$ cat config.mk
export PLATFORM = sky130hd
export DESIGN_NAME = vm80a_wb_master_flat
export DESIGN_NICKNAME = d
export VERILOG_FILES = /design/src/rtl/vm80a_wb_master_if.sv /design/src/rtl/vm80a_wb_master.sv /design/src/flat_wrapper.sv
export SDC_FILE = /design/constraint.sdc
export NUM_CORES = 1
export LEC_CHECK = 0
export BUFFER_PORTS_ARGS = -buffer_cell sky130_fd_sc_hd__buf_2
export CORE_MARGIN = 3
export CORE_UTILIZATION = 54
export CTS_BUF_LIST = sky130_fd_sc_hd__clkbuf_8
export DETAILED_ROUTE_END_ITERATION = 10
export PLACE_DENSITY = 0.87
export SLEW_MARGIN = 25
export SYNTH_ARGS = -nofsm -noshare
export SYNTH_HDL_FRONTEND = slang
export SYNTH_SLANG_ARGS = --single-unit
$ cat constraint.sdc
create_clock -name wb_clk_i -period 5.1 [get_ports wb_clk_i]
set_input_delay 0 -clock wb_clk_i [delete_from_list [all_inputs] [get_ports wb_clk_i]]
set_output_delay 0 -clock wb_clk_i [all_outputs]
set_load 0.01 [all_outputs]
$ cat src/rtl/vm80a_wb_master_if.sv
// rtl/vm80a_wb_master_if.sv - Wishbone initiator bus bundle for the vm80a bridge
//
// Purpose: groups the Wishbone signals between vm80a_wb_master and a peripheral.
// Signals:
//   wb_adr_o  16  address            (master -> slave)
//   wb_dat_o   8  write data         (master -> slave)
//   wb_dat_i   8  read data          (slave  -> master)
//   wb_cyc_o   1  cycle              (master -> slave)
//   wb_stb_o   1  strobe             (master -> slave)
//   wb_we_o    1  write enable       (master -> slave)
//   wb_ack_i   1  acknowledge        (slave  -> master)
// Modports: master (bridge side), slave (peripheral side).

interface vm80a_wb_master_if;
   logic [15:0] wb_adr_o;
   logic [7:0]  wb_dat_o;
   logic [7:0]  wb_dat_i;
   logic        wb_cyc_o;
   logic        wb_stb_o;
   logic        wb_we_o;
   logic        wb_ack_i;

   modport master (
      output wb_adr_o, wb_dat_o, wb_cyc_o, wb_stb_o, wb_we_o,
      input  wb_dat_i, wb_ack_i
   );

   modport slave (
      input  wb_adr_o, wb_dat_o, wb_cyc_o, wb_stb_o, wb_we_o,
      output wb_dat_i, wb_ack_i
   );
endinterface

$ cat src/rtl/vm80a_wb_master.sv
// rtl/vm80a_wb_master.sv - vm80a pin-level memory cycles to single Wishbone cycles
//
// Purpose: decodes CPU accesses inside an address window and turns each strobe
// assertion into exactly one Wishbone cycle, stalling the CPU via cpu_ready
// while the cycle is outstanding. Read data and the sync status byte are latched.
// Ports:
//   wb_clk_i, wb_rst_i      clock, synchronous active-high reset
//   cpu_a/cpu_dout          CPU address and data out (status byte during sync)
//   cpu_wr_n/cpu_dbin/sync  CPU write (low), read (high) and status strobes
//   cpu_din                 latched read data (FF after timeout or reset)
//   cpu_ready               CPU wait control, 0 = wait
//   cpu_sel                 strobe-qualified window hit, data mux select
//   stat_o                  status byte latched at sync
//   to_o                    one-cycle pulse on forced termination
//   wb                      Wishbone initiator (master modport)

module vm80a_wb_master #(
   parameter logic [7:0] WIN_BASE = 8'hFE,
   parameter logic [7:0] WIN_MASK = 8'hFF,
   parameter int         TIMEOUT  = 255
) (
   input  logic                     wb_clk_i,
   input  logic                     wb_rst_i,
   input  logic [15:0]              cpu_a,
   input  logic [7:0]               cpu_dout,
   input  logic                     cpu_wr_n,
   input  logic                     cpu_dbin,
   input  logic                     cpu_sync,
   output logic [7:0]               cpu_din,
   output logic                     cpu_ready,
   output logic                     cpu_sel,
   output logic [7:0]               stat_o,
   output logic                     to_o,
   vm80a_wb_master_if.master        wb
);

   typedef enum logic [1:0] {IDLE, RD, WR, DONE} state_t;

   localparam bit         TO_EN   = (TIMEOUT != 0);
   localparam logic [7:0] TO_LAST = TO_EN ? 8'(TIMEOUT - 1) : 8'd0;

   state_t      state, state_nx;
   logic [7:0]  cnt, cnt_nx;
   logic        cyc_q, cyc_nx;
   logic        stb_q, stb_nx;
   logic        we_q, we_nx;
   logic [15:0] adr_q, adr_nx;
   logic [7:0]  dat_q, dat_nx;
   logic [7:0]  din_q, din_nx;
   logic        to_q, to_nx;
   logic [7:0]  stat_q;
   logic        hit, req;

   // stat_o[0] flags an interrupt-acknowledge cycle, which must never reach the bus
   assign hit = ((cpu_a[15:8] & WIN_MASK) == (WIN_BASE & WIN_MASK)) && !stat_q[0];
   assign req = hit && (cpu_dbin || !cpu_wr_n);

   // Combinational so the wait is seen by the CPU in the same cycle the strobe appears
   assign cpu_ready = !((state == RD) || (state == WR) || ((state == IDLE) && req));
   assign cpu_sel   = req;
   assign cpu_din   = din_q;
   assign stat_o    = stat_q;
   assign to_o      = to_q;

   assign wb.wb_cyc_o = cyc_q;
   assign wb.wb_stb_o = stb_q;
   assign wb.wb_we_o  = we_q;
   assign wb.wb_adr_o = adr_q;
   assign wb.wb_dat_o = dat_q;

   always_ff @(posedge wb_clk_i) begin
      if (wb_rst_i) begin
         state  <= IDLE;
         cnt    <= 8'd0;
         cyc_q  <= 1'b0;
         stb_q  <= 1'b0;
         we_q   <= 1'b0;
         adr_q  <= 16'd0;
         dat_q  <= 8'd0;
         din_q  <= 8'hFF;
         to_q   <= 1'b0;
         stat_q <= 8'd0;
      end else begin
         state <= state_nx;
         cnt   <= cnt_nx;
         cyc_q <= cyc_nx;
         stb_q <= stb_nx;
         we_q  <= we_nx;
         adr_q <= adr_nx;
         dat_q <= dat_nx;
         din_q <= din_nx;
         to_q  <= to_nx;
         if (cpu_sync)
            stat_q <= cpu_dout;
      end
   end

   always_comb begin
      state_nx = state;
      cnt_nx   = cnt;
      cyc_nx   = cyc_q;
      stb_nx   = stb_q;
      we_nx    = we_q;
      adr_nx   = adr_q;
      dat_nx   = dat_q;
      din_nx   = din_q;
      to_nx    = 1'b0;

      case (state)
         IDLE: begin
            // Write wins if the CPU ever drives both strobes at once
            if (req && !cpu_wr_n) begin
               state_nx = WR;
               cyc_nx   = 1'b1;
               stb_nx   = 1'b1;
               we_nx    = 1'b1;
               adr_nx   = cpu_a;
               dat_nx   = cpu_dout;
               cnt_nx   = 8'd0;
            end else if (req && cpu_dbin) begin
               state_nx = RD;
               cyc_nx   = 1'b1;
               stb_nx   = 1'b1;
               we_nx    = 1'b0;
               adr_nx   = cpu_a;
               cnt_nx   = 8'd0;
            end
         end

         RD, WR: begin
            if (wb.wb_ack_i) begin
               state_nx = DONE;
               cyc_nx   = 1'b0;
               stb_nx   = 1'b0;
               we_nx    = 1'b0;
               if (state == RD)
                  din_nx = wb.wb_dat_i;
            end else if (TO_EN && (cnt == TO_LAST)) begin
               state_nx = DONE;
               cyc_nx   = 1'b0;
               stb_nx   = 1'b0;
               we_nx    = 1'b0;
               to_nx    = 1'b1;
               if (state == RD)
                  din_nx = 8'hFF;
            end else begin
               cnt_nx = cnt + 8'd1;
            end
         end

         DONE: begin
            // Wait for the strobe to drop so a long strobe cannot start a second cycle
            if (!cpu_dbin && cpu_wr_n)
               state_nx = IDLE;
         end

         default: state_nx = IDLE;
      endcase
   end

endmodule

$ cat src/flat_wrapper.sv
// flat-port wrapper written by rule: the top's interface ports become plain ports
module vm80a_wb_master_flat 
#(
   parameter logic [7:0] WIN_BASE = 8'hFE,
   parameter logic [7:0] WIN_MASK = 8'hFF,
   parameter int         TIMEOUT  = 255
)
  (wb_clk_i, wb_rst_i, cpu_a, cpu_dout, cpu_wr_n, cpu_dbin, cpu_sync, cpu_din, cpu_ready, cpu_sel, stat_o, to_o, wb_wb_adr_o, wb_wb_dat_o, wb_wb_cyc_o, wb_wb_stb_o, wb_wb_we_o, wb_wb_dat_i, wb_wb_ack_i);
  vm80a_wb_master_if wb_i ();
  input  logic wb_clk_i;
  input  logic wb_rst_i;
  input  logic [15:0] cpu_a;
  input  logic [7:0] cpu_dout;
  input  logic cpu_wr_n;
  input  logic cpu_dbin;
  input  logic cpu_sync;
  output logic [7:0] cpu_din;
  output logic cpu_ready;
  output logic cpu_sel;
  output logic [7:0] stat_o;
  output logic to_o;
  output wire logic [$bits(wb_i.wb_adr_o)-1:0] wb_wb_adr_o;
  output wire logic [$bits(wb_i.wb_dat_o)-1:0] wb_wb_dat_o;
  output wire logic [$bits(wb_i.wb_cyc_o)-1:0] wb_wb_cyc_o;
  output wire logic [$bits(wb_i.wb_stb_o)-1:0] wb_wb_stb_o;
  output wire logic [$bits(wb_i.wb_we_o)-1:0] wb_wb_we_o;
  input wire logic [$bits(wb_i.wb_dat_i)-1:0] wb_wb_dat_i;
  input wire logic [$bits(wb_i.wb_ack_i)-1:0] wb_wb_ack_i;
  assign wb_wb_adr_o = wb_i.wb_adr_o;
  assign wb_wb_dat_o = wb_i.wb_dat_o;
  assign wb_wb_cyc_o = wb_i.wb_cyc_o;
  assign wb_wb_stb_o = wb_i.wb_stb_o;
  assign wb_wb_we_o = wb_i.wb_we_o;
  assign wb_i.wb_dat_i = wb_wb_dat_i;
  assign wb_i.wb_ack_i = wb_wb_ack_i;
  vm80a_wb_master #(.WIN_BASE(WIN_BASE), .WIN_MASK(WIN_MASK), .TIMEOUT(TIMEOUT)) u_core (.wb_clk_i(wb_clk_i), .wb_rst_i(wb_rst_i), .cpu_a(cpu_a), .cpu_dout(cpu_dout), .cpu_wr_n(cpu_wr_n), .cpu_dbin(cpu_dbin), .cpu_sync(cpu_sync), .cpu_din(cpu_din), .cpu_ready(cpu_ready), .cpu_sel(cpu_sel), .stat_o(stat_o), .to_o(to_o), .wb(wb_i));
endmodule
==> summary.txt, run 1 <==
Hold path
  – Min-delay worst type: in2reg
  – Min-delay src: wb_wb_dat_i[3]
  – Hold endpoint: u_core.cpu_din[3]
  – Hold depth: 4

Clock network
  – CTS max path bufs: 2
  – CTS tree: done
  – H-Tree Depth: 2
  – Worst-Skew Late Latency: 310 ps
  – Clock-pin slew on the worst setup and hold paths: around 100 ps
  – Post-CTS resize count: 0
  – Root buffer cell: clkbuf_8
  – TritonCTS Sinks: 53
  – CTS buffer count: 5

Global routing
  – Total congestion overflow: 0
  – First-pass GRT wire length: 9390 microns
  – Total GRT Usage: a little under a quarter
  – Initial antenna violation count: 0
  – Vias in the first global route: 2059
  – Largest net degree at the start of global routing: 40

Synth
  – Ys flop type: dfxtp_1
  – Synth cell count leaders: 53 x dfxtp_1, 35 x nand2_1, 34 x nor2_1
  – Yosys reg bits: 53
  – Netlist cell types: 37
  – Area contributors post-synth: dfxtp_1 48%, mux2i_1 7.6%, nand2_1 5.9%, nor2_1 5.7%, a21oi_1 3.6%
  – Syn. warnings: 0
  – Most common cell in the netlist: dfxtp_1
  – Cell taking the most area after synthesis: dfxtp_1
  – Syn Inst Count: 252
  – Synthesized Nets: 296
  – Post-synthesis sequential area ratio: 47.7%
  – Synth top area share: 47.7%
  – Syn avg cell area: between 8 and 9 sq um
  – Async S/R FF share, synth: 0%
  – Synthesized cell area: 2230 sq um
  – Post-synth EDFFs: 0

Timing
  – Setup_tns: 0 ps
  – Setup ws final: 2600 ps
  – Minimum clock period: approximately 2500 ps
  – Max Freq: ~400 MHz
  – Final period util: 49.0%
  – Rel. slew slack: a little under three fifths
  – Final setup fails: 0
  – Slew Viols, Final: 0
  – RSZ-0062 raised after global routing: no
  – Final Hold Fails: 0
  – Worst Tran Pin Value: 670 ps
  – Hold_ws: 10.2 ps
  – Clock skew: 7.27 ps

Place
  – Buffers on Ports: between 80 and 90
  – Gpl congestion: roughly 0.88
  – DP Worst Slack: around 2700 ps
  – HPWL Detailed: 3750 microns

Detailed routing
  – Via count: 2118
  – WL/cell: 14.7 microns
  – Routed Wire Length: 5760 microns
  – Routed Antenna Nets: 0
  – DR iter-0 viols: 161
  – Pre-Repair DR Iteration Count: 4
  – DRC Markers: 0
  – Avg Vias per Cell: approximately 5.4

Pwr
  – Cell Pwr Density: 311 nW/um^2
  – VDD IR-drop max: 0.000219 V
  – Leak Pwr: 1.26 nW
  – Total Power: 0.897 mW

Worst setup path
  – Crit path launch type: register
  – Reg-to-reg endpoint: u_core.cnt[4]
  – Crit path DAT: 2750 ps
  – Crit Path Category: reg2reg
  – R2R cell count: 7
  – CP Max Fanout: 16
  – Flop2flop setup slack: 2600 ps
  – Critical path required time: ~5400 ps
  – Worst Setup End Kind: register
  – FF-to-FF Start: u_core.state[1]

Floorplan
  – Die Y: 70.2 microns
  – Initial Utilization: 58.2%
  – DIE AREA: 4930 sq um
  – I/O pin total: 84
  – Die width: about 70 microns
  – Core ar.: 3830 sq um
  – Num rows: 22

Run
  – Max Cap Violations: 0

Finish
  – Layout area overhead: 29.7%
  – Ant. Diodes: 0
  – Layout cell share with drive strength beyond 1: about 29%
  – Nets: roughly 390

Outcome
  – Outcome: finished clean
[report_power, final]
part	switching, mW	internal (mW)
Sequential	0.00994	0.428
Combinational	0.126	0.0779
Clock	0.143	0.113
[what timing repair did]
| action | CTS | global route |
|---|---|---|
| endpoints found under the hold margin | 24 | 0 |
| hold buffers | 16 | 0 |
| buffers inserted | 0 | 0 |
[area by class of cell]
type	count	area, sq um
multi-input cells	175	1060
inverters	8	30.0
flip-flops and latches	53	1060
fillers	256	940
clock buffers	6	82.6
clock inverters	2	17.5
repair buffers	99	576
well taps	48	60.1
[cells by family after synthesis]
| group | count (synthesis) | share of synthesized area [%] |
|---|---|---|
| AOI/OAI and AO/OA | 41 | 10.4 |
| DFF | 53 | 47.7 |
| and+or+nand+nor | 111 | 26.2 |
| adders and majority gates | 6 | 3.37 |
| buffers and inverters | 24 | 4.72 |
| muxes | 17 | 7.64 |
[critical path: stages, from the launching register on]
cell and delay (ps):
dfxtp_1 330, inv_1 120, ha_1 270, nand4bb_1 120
or4_1 650, a21o_1 380, or4_1 510, nand2_1 70
[registers in the layout, indices dropped and copies added (netlist names)]
register	cells
u_core.stat_o	8
u_core.to_o	1
u_core.wb.wb_we_o	1
u_core.wb.wb_cyc_o	1
u_core.cnt	8
u_core.cpu_din	8
u_core.state	2
u_core.wb.wb_dat_o	8
u_core.wb.wb_adr_o	16
[cells in the final DEF, fill, tap and decap left out, types with 2 or more instances in the layout]
master,netlist,final
clkbuf_8,0,6
and2_1,2,2
mux2i_1,17,17
nand2_1,35,35
nand2b_1,2,2
inv_1,8,8
a21oi_1,16,16
nand4b_1,8,8
o21ai_0,15,15
dfxtp_1,53,53
buf_2,3,83
or3_1,5,5
or4_1,5,5
nor2_1,34,34
ha_1,6,6
o211ai_1,4,4
dlygate4sd3_1,0,16
nand4_1,5,5
nand3_1,5,5
[per-layer routing]
| layer | part of all wire [%] | vias up | track usage, % |
|---|---|---|---|
| met5 | 0 | - | 0 |
| met4 | 2.3 | 0 | 8.94 |
| met3 | 7.0 | 15 | 7.34 |
| met2 | 49 | 74 | 40.2 |
| met1 | 41 | 987 | 27.7 |
| li1 | - | 1042 | - |
[worst max path at each step]
stage	from	endpoint	slack, ps
after CTS	u_core.state[0]	u_core.cnt[4]	2630
after global routing	u_core.state[1]	u_core.cnt[5]	2420
after detailed placement	u_core.state[1]	u_core.cnt[4]	2670
final	u_core.state[1]	u_core.cnt[4]	2600
after global placement	u_core.state[0]	u_core.cnt[4]	2730
after floorplan	u_core.state[0]	u_core.cnt[1]	3040
[through the flow]
step,utilization [%],cells,area [sq um]
CTS,75.4,391,2890
floorplan,-,252,2230
detailed placement,68.6,367,2630
global placement,68.6,367,2630
finish,75.4,391,2890
global route,75.4,391,2890
Note: power is estimated with default switching activity, not from simulation.
==> run 2, diff against run 1 <==
--- a/config.mk
+++ b/config.mk
@@ -7,10 +7,10 @@
 export LEC_CHECK = 0
 export BUFFER_PORTS_ARGS = -buffer_cell sky130_fd_sc_hd__buf_2
 export CORE_MARGIN = 3
-export CORE_UTILIZATION = 54
+export CORE_UTILIZATION = 50
 export CTS_BUF_LIST = sky130_fd_sc_hd__clkbuf_8
 export DETAILED_ROUTE_END_ITERATION = 10
-export PLACE_DENSITY = 0.87
+export PLACE_DENSITY = 0.81
 export SLEW_MARGIN = 25
 export SYNTH_ARGS = -nofsm -noshare
 export SYNTH_HDL_FRONTEND = slang
==> constraint.sdc (replaced) <==
create_clock -name wb_clk_i -period 2.44 [get_ports wb_clk_i]
set_input_delay 0 -clock wb_clk_i [delete_from_list [all_inputs] [get_ports wb_clk_i]]
set_output_delay 0 -clock wb_clk_i [all_outputs]
set_load 0.01 [all_outputs]
==> summary.txt, run 2 (same netlist as run 1, synthesis figures left out) <==
Place
  – Buffers on Ports: 83
  – DP Worst Slack: 325 ps
  – Gpl congestion: 0.832
  – HPWL Detailed: 3800 microns

Worst setup path
  – Crit path launch type: register
  – CP max stage cell: or4_1
  – Crit-path cells: inv_1, ha_1, nand4bb_1, or4_1, buf_4, nor2_4, mux2i_1, nor2_1
  – Critical path required time: between 2000 and 3000 ps
  – Largest stage delay, worst path: between 400 and 500 ps
  – Crit path DAT: 2330 ps
  – Crit Path Category: reg2reg
  – CP Max Fanout: 11
  – Worst Setup End Kind: register

Floorplan
  – I/O pin total: 84
  – Num rows: 23
  – Core ar.: 4140 sq um
  – Die width: 72.7 microns
  – DIE AREA: ~5300 sq um
  – Die Y: between 70 and 80 microns
  – Initial Utilization: 53.7%

Detailed routing
  – DRC Markers: 0
  – Avg Vias per Cell: between 5 and 6
  – Via count: 2130
  – Routed Wire Length: 5600 microns
  – DR iter-0 viols: 129
  – WL/cell: approximately 14 microns
  – Routed Antenna Nets: 0
  – Pre-Repair DR Iteration Count: 4

Finish
  – Multi-input logic area: 1060 sq um
  – Layout cell share with drive strength beyond 1: 29.4%
  – Max reg flops: 16
  – Leading cell type in the layout, fill and taps excluded: buf_2
  – Nets: 390
  – Filler cells: 342
  – Ant. Diodes: 0
  – Register area: 1060 sq um
  – Most frequent cells in the layout: 83 x buf_2, 53 x dfxtp_1, 35 x nand2_1
  – Layout area overhead: 32.7%

Clock network
  – CTS max path bufs: 2
  – Worst-Skew Late Latency: between 300 and 400 ps
  – Root buffer cell: clkbuf_8
  – CTS buffer count: 5
  – H-Tree Depth: 2
  – TritonCTS Sinks: 53
  – Clock-pin slew on the worst setup and hold paths: ~90 ps
  – CTS tree: done

Global routing
  – First-pass GRT wire length: just over 9000 microns
  – Initial antenna violation count: 0
  – Largest net degree at the start of global routing: 40
  – Total congestion overflow: 0
  – Total GRT Usage: 21.9%
  – Vias in the first global route: between 2000 and 2500

Timing
  – Final period util: 88.5%
  – Rel. slew slack: between 50% and 60%
  – Minimum clock period: 2160 ps
  – Final setup fails: 0
  – Final Hold Fails: 0
  – Setup ws final: 280 ps
  – Setup_tns: 0 ps
  – Slew Viols, Final: 0
  – RSZ-0062 raised after global routing: no
  – Max Freq: 463 MHz
  – Clock skew: 7.66 ps
  – Worst Tran Pin Value: 698 ps

Outcome
  – Outcome: finished clean

Pwr
  – Total Power: between 2 and 2.5 mW
  – Cell Pwr Density: 703 nW/um^2
  – Leak Pwr: ~1.3 nW
  – VDD IR-drop max: 0.000357 V

Run
  – Max Cap Violations: 0

Hold path
  – Min-delay worst type: in2reg
[run 2: per-stage QoR]
stage | cell area, sq um | util [%] | cells | hold WS [ps]
floorplan | 2230 | - | 252 | 140
global placement | 2660 | 64.2 | 373 | 245
detailed placement | 2660 | 64.2 | 373 | 252
CTS | 2950 | 71.3 | 397 | 13.5
global route | 2950 | 71.3 | 397 | 54.0
finish | 2950 | 71.3 | 397 | 20.5
[run 2: final timing paths]
| check | start | endpoint | slack [ps] | depth (start not counted) |
|---|---|---|---|---|
| setup / recovery | u_core.state[0] | u_core.wb.wb_dat_o[3] | 280 | 8 |
| hold / removal | wb_wb_dat_i[4] | u_core.cpu_din[4] | 20 | 4 |
| setup reg to reg | u_core.state[0] | u_core.wb.wb_dat_o[3] | 280 | 8 |
| hold reg to reg | u_core.wb.wb_adr_o[3] | u_core.wb.wb_adr_o[3] | 460 | 2 |
[run 2: critical path: cells and delay by family, from the launching register on]
family                   cells  cell delay (ps)
flip-flops                   1              360
adder cells (fa/ha/maj)      1              190
buffers and inverters        2              310
AND/OR/NAND/NOR              4              900
multiplexers                 1              270
[run 2: timing repair]
| action | 4_1_cts | 5_1_grt |
|---|---|---|
| hold endpoints to repair | 24 | 0 |
| resized for setup | 0 | 0 |
| setup buffers | 0 | 0 |
| hold buffers | 16 | 0 |
[run 2: cell type report]
type / instances / share of cell area [%]
sequential: 53 / 35.9
timing repair buffer: 103 / 20.5
tap: 50 / 2.12
clock buffer: 5 / 2.33
multi-input combinational: 175 / 35.9
clock inverter: 3 / 2.20
inverter: 8 / 1.02
[run 2: routing by layer]
metal / up-vias / share of wire [%] / track usage, %
met5: - / 0 / 0
li1: 1051 / - / -
met2: 88 / 50 / 37.8
met1: 980 / 40 / 26.0
met4: 0 / 1.7 / 7.58
met3: 11 / 7.8 / 6.20
[run 2: power by group]
part	switching (mW)	internal, mW
Combinational	0.284	0.186
Clock	0.286	0.407
Sequential	0.0199	0.894
Total	0.589	1.49
==> run 3, diff against run 2 <==
--- a/config.mk
+++ b/config.mk
@@ -5,12 +5,13 @@
 export SDC_FILE = /design/constraint.sdc
 export NUM_CORES = 1
 export LEC_CHECK = 0
+export ABC_AREA = 1
 export BUFFER_PORTS_ARGS = -buffer_cell sky130_fd_sc_hd__buf_2
 export CORE_MARGIN = 3
-export CORE_UTILIZATION = 50
+export CORE_UTILIZATION = 51
 export CTS_BUF_LIST = sky130_fd_sc_hd__clkbuf_8
 export DETAILED_ROUTE_END_ITERATION = 10
-export PLACE_DENSITY = 0.81
+export PLACE_DENSITY = 0.82
 export SLEW_MARGIN = 25
 export SYNTH_ARGS = -nofsm -noshare
 export SYNTH_HDL_FRONTEND = slang
==> summary.txt, run 3 <==
Worst setup path
  – Crit path launch: u_core.state[0]
  – CP Max Fanout: 6
  – Crit Path Category: reg2reg
  – Crit path launch type: register
  – Crit path DAT: 2070 ps
  – FF-to-FF Start: u_core.state[0]
  – R2R cell count: 6
  – Flop2flop setup slack: ~600 ps
  – Reg-to-reg endpoint: u_core.cnt[5]
  – Critical path required time: about 2700 ps
  – Worst Setup End Kind: register
  – Critical path endpoint: u_core.cnt[5]

Floorplan
  – Die Y: around 74 microns
  – Num rows: 23
  – Initial Utilization: 55.5%
  – I/O pin total: 84
  – Core ar.: 4200 sq um
  – DIE AREA: 5420 sq um
  – Die width: 73.6 microns

Hold path
  – Hold depth: 4
  – Min-delay worst type: in2reg

Timing
  – Final period util: 75.4%
  – Hold_ws: 12.1 ps
  – Final setup fails: 0
  – Slew Viols, Final: 0
  – Setup_tns: 0 ps
  – Minimum clock period: roughly 1800 ps
  – Rel. slew slack: 52.2%
  – Max Freq: ~540 MHz
  – Clock skew: 3.28 ps
  – Setup ws final: 601 ps
  – Worst Tran Pin Value: 717 ps
  – Final Hold Fails: 0
  – RSZ-0062 raised after global routing: no

Synth
  – Synthesized Nets: 370
  – Netlist cell types: 24
  – Synthesized cell area: 2330 sq um
  – Yosys reg bits: 53
  – Ys flop type: dfxtp_1
  – Area contributors post-synth: dfxtp_1 46%, nor2_1 14%, nand2_1 10%, a21oi_1 4.3%, inv_1 3.9%
  – Post-synthesis sequential area ratio: 45.5%
  – Synth top area share: 45.5%
  – Async S/R FF share, synth: 0%
  – Syn Inst Count: 326
  – Syn. warnings: 0
  – Synth cell count leaders: 84 x nor2_1, 62 x nand2_1, 53 x dfxtp_1
  – Syn avg cell area: around 7.2 sq um
  – Post-synth EDFFs: 0
  – Most common cell in the netlist: nor2_1
  – Cell taking the most area after synthesis: dfxtp_1

Global routing
  – First-pass GRT wire length: 10100 microns
  – Total GRT Usage: 23.8%
  – Total congestion overflow: 0
  – Vias in the first global route: 2324
  – Initial antenna violation count: 1
  – Largest net degree at the start of global routing: 28

Clock network
  – TritonCTS Sinks: 53
  – Root buffer cell: clkbuf_8
  – CTS tree: done
  – Clock-pin slew on the worst setup and hold paths: 100 ps
  – CTS max path bufs: 2
  – CTS buffer count: 5
  – Worst-Skew Late Latency: 300 ps
  – Setup Fix Bufs, Post-CTS: 0
  – H-Tree Depth: 2

Place
  – Gpl congestion: 0.790
  – Buffers on Ports: 83
  – HPWL Detailed: 4080 microns
  – DP Worst Slack: 662 ps

Detailed routing
  – Routed Wire Length: 6410 microns
  – WL/cell: between 10 and 15 microns
  – DR iter-0 viols: 152
  – Routed Antenna Nets: 0
  – DRC Markers: 0
  – Via count: 2433
  – Pre-Repair DR Iteration Count: 4
  – Avg Vias per Cell: 5.03

Finish
  – Most frequent cells in the layout: 84 x nor2_1, 83 x buf_2, 62 x nand2_1
  – Layout cell share with drive strength beyond 1: 24.8%
  – Layout area overhead: 34.0%
  – Filler cells: between 300 and 400
  – Multi-input logic area: 1090 sq um
  – Nets: 475
  – Register area: 1060 sq um
  – Leading cell type in the layout, fill and taps excluded: nor2_1
  – Max reg flops: 16

Pwr
  – Total Power: 2.23 mW
  – VDD IR-drop max: 0.000515 V
  – Cell Pwr Density: between 700 and 800 nW/um^2
  – Clock power share: approximately 27%
  – Int Power: 1.44 mW
  – Reg power frac: about 42%
  – Leak Pwr: 1.52 nW
  – Sw frac: a little over a third
  – Logic pwr share: 30.8%
  – NetSw: 0.787 mW

Outcome
  – Outcome: finished clean

Run
  – Max Cap Violations: 0
run 3: cell types whose count changed in the layout (fill, tap and decap cells not counted), moves of 8 or more:
cell and delta:
dlygate4sd3_1 +9, inv_1 +16, mux2i_1 -17, nand2_1 +27
nand3_1 +11, nand4b_1 -8, nor2_1 +50, o21ai_1 +16
run 3: area by class of cell:
class | instances | share of cell area [%]
multi-input combinational | 231 | 34.9
sequential | 53 | 34.0
timing repair buffer | 109 | 21.5
inverter | 31 | 3.72
clock buffer | 5 | 2.20
tap | 50 | 2.00
clock inverter | 3 | 1.48
antenna | 2 | 0.160
run 3: worst min path at each step:
stage | start | to | slack, ps
6_report | cpu_wr_n | u_core.wb.wb_we_o | 10
5_1_grt | cpu_wr_n | u_core.wb.wb_we_o | 50
4_1_cts | cpu_wr_n | u_core.wb.wb_we_o | 7
3_5_place_dp | wb_wb_dat_i[2] | u_core.cpu_din[2] | 210
3_3_place_gp | wb_wb_dat_i[0] | u_core.cpu_din[0] | 200
2_1_floorplan | wb_wb_ack_i | u_core.to_o | 80
run 3: power groups by stage:
stage	logic, mW	registers [mW]	clock network, mW
2_1_floorplan	0.466	0.967	0
3_3_place_gp	0.625	0.956	0
3_5_place_dp	0.642	0.959	0
4_1_cts	0.674	0.939	0.608
5_1_grt	0.763	0.944	0.638
6_report	0.686	0.940	0.600
run 3: kinds of logic (layout without fill, tap and decap cells):
family,after synthesis,in the layout,share of synthesized area [%]
flip-flops,53,53,45.5
adder cells (fa/ha/maj),6,6,3.22
other,0,2,0
buffers and inverters,42,148,7.68
AND/OR/NAND/NOR,177,177,33.0
AO/OA/AOI/OAI,46,46,9.88
XOR/XNOR,2,2,0.752
run 3: critical path: stages (launching register included):
cell and delay [ps]:
dfxtp_1 370, inv_1 90, ha_1 490, nor2_1 120
a21oi_1 390, nand3_1 140, a21oi_1 170
run 3: timing repair:
item,in CTS,in global routing
hold buffers,25,0
hold endpoints to repair,32,0
resized for setup,0,0
run 3: metrics by stage:
step,utilization [%],instance area (sq um),std cells
global placement,65.5,2750,449
detailed placement,65.5,2750,449
global route,74.3,3120,483
CTS,74.2,3120,482
finish,74.4,3120,484
floorplan,-,2330,326
run 3: per-layer routing:
layer / part of all wire, % / wire [microns] / GRT usage, %
met1: 39 / 2480 / 25.9
met2: 51 / 3300 / 42.3
met3: 5.1 / 328 / 4.38
met4: 4.7 / 299 / 14.7
met5: 0 / 0 / 0
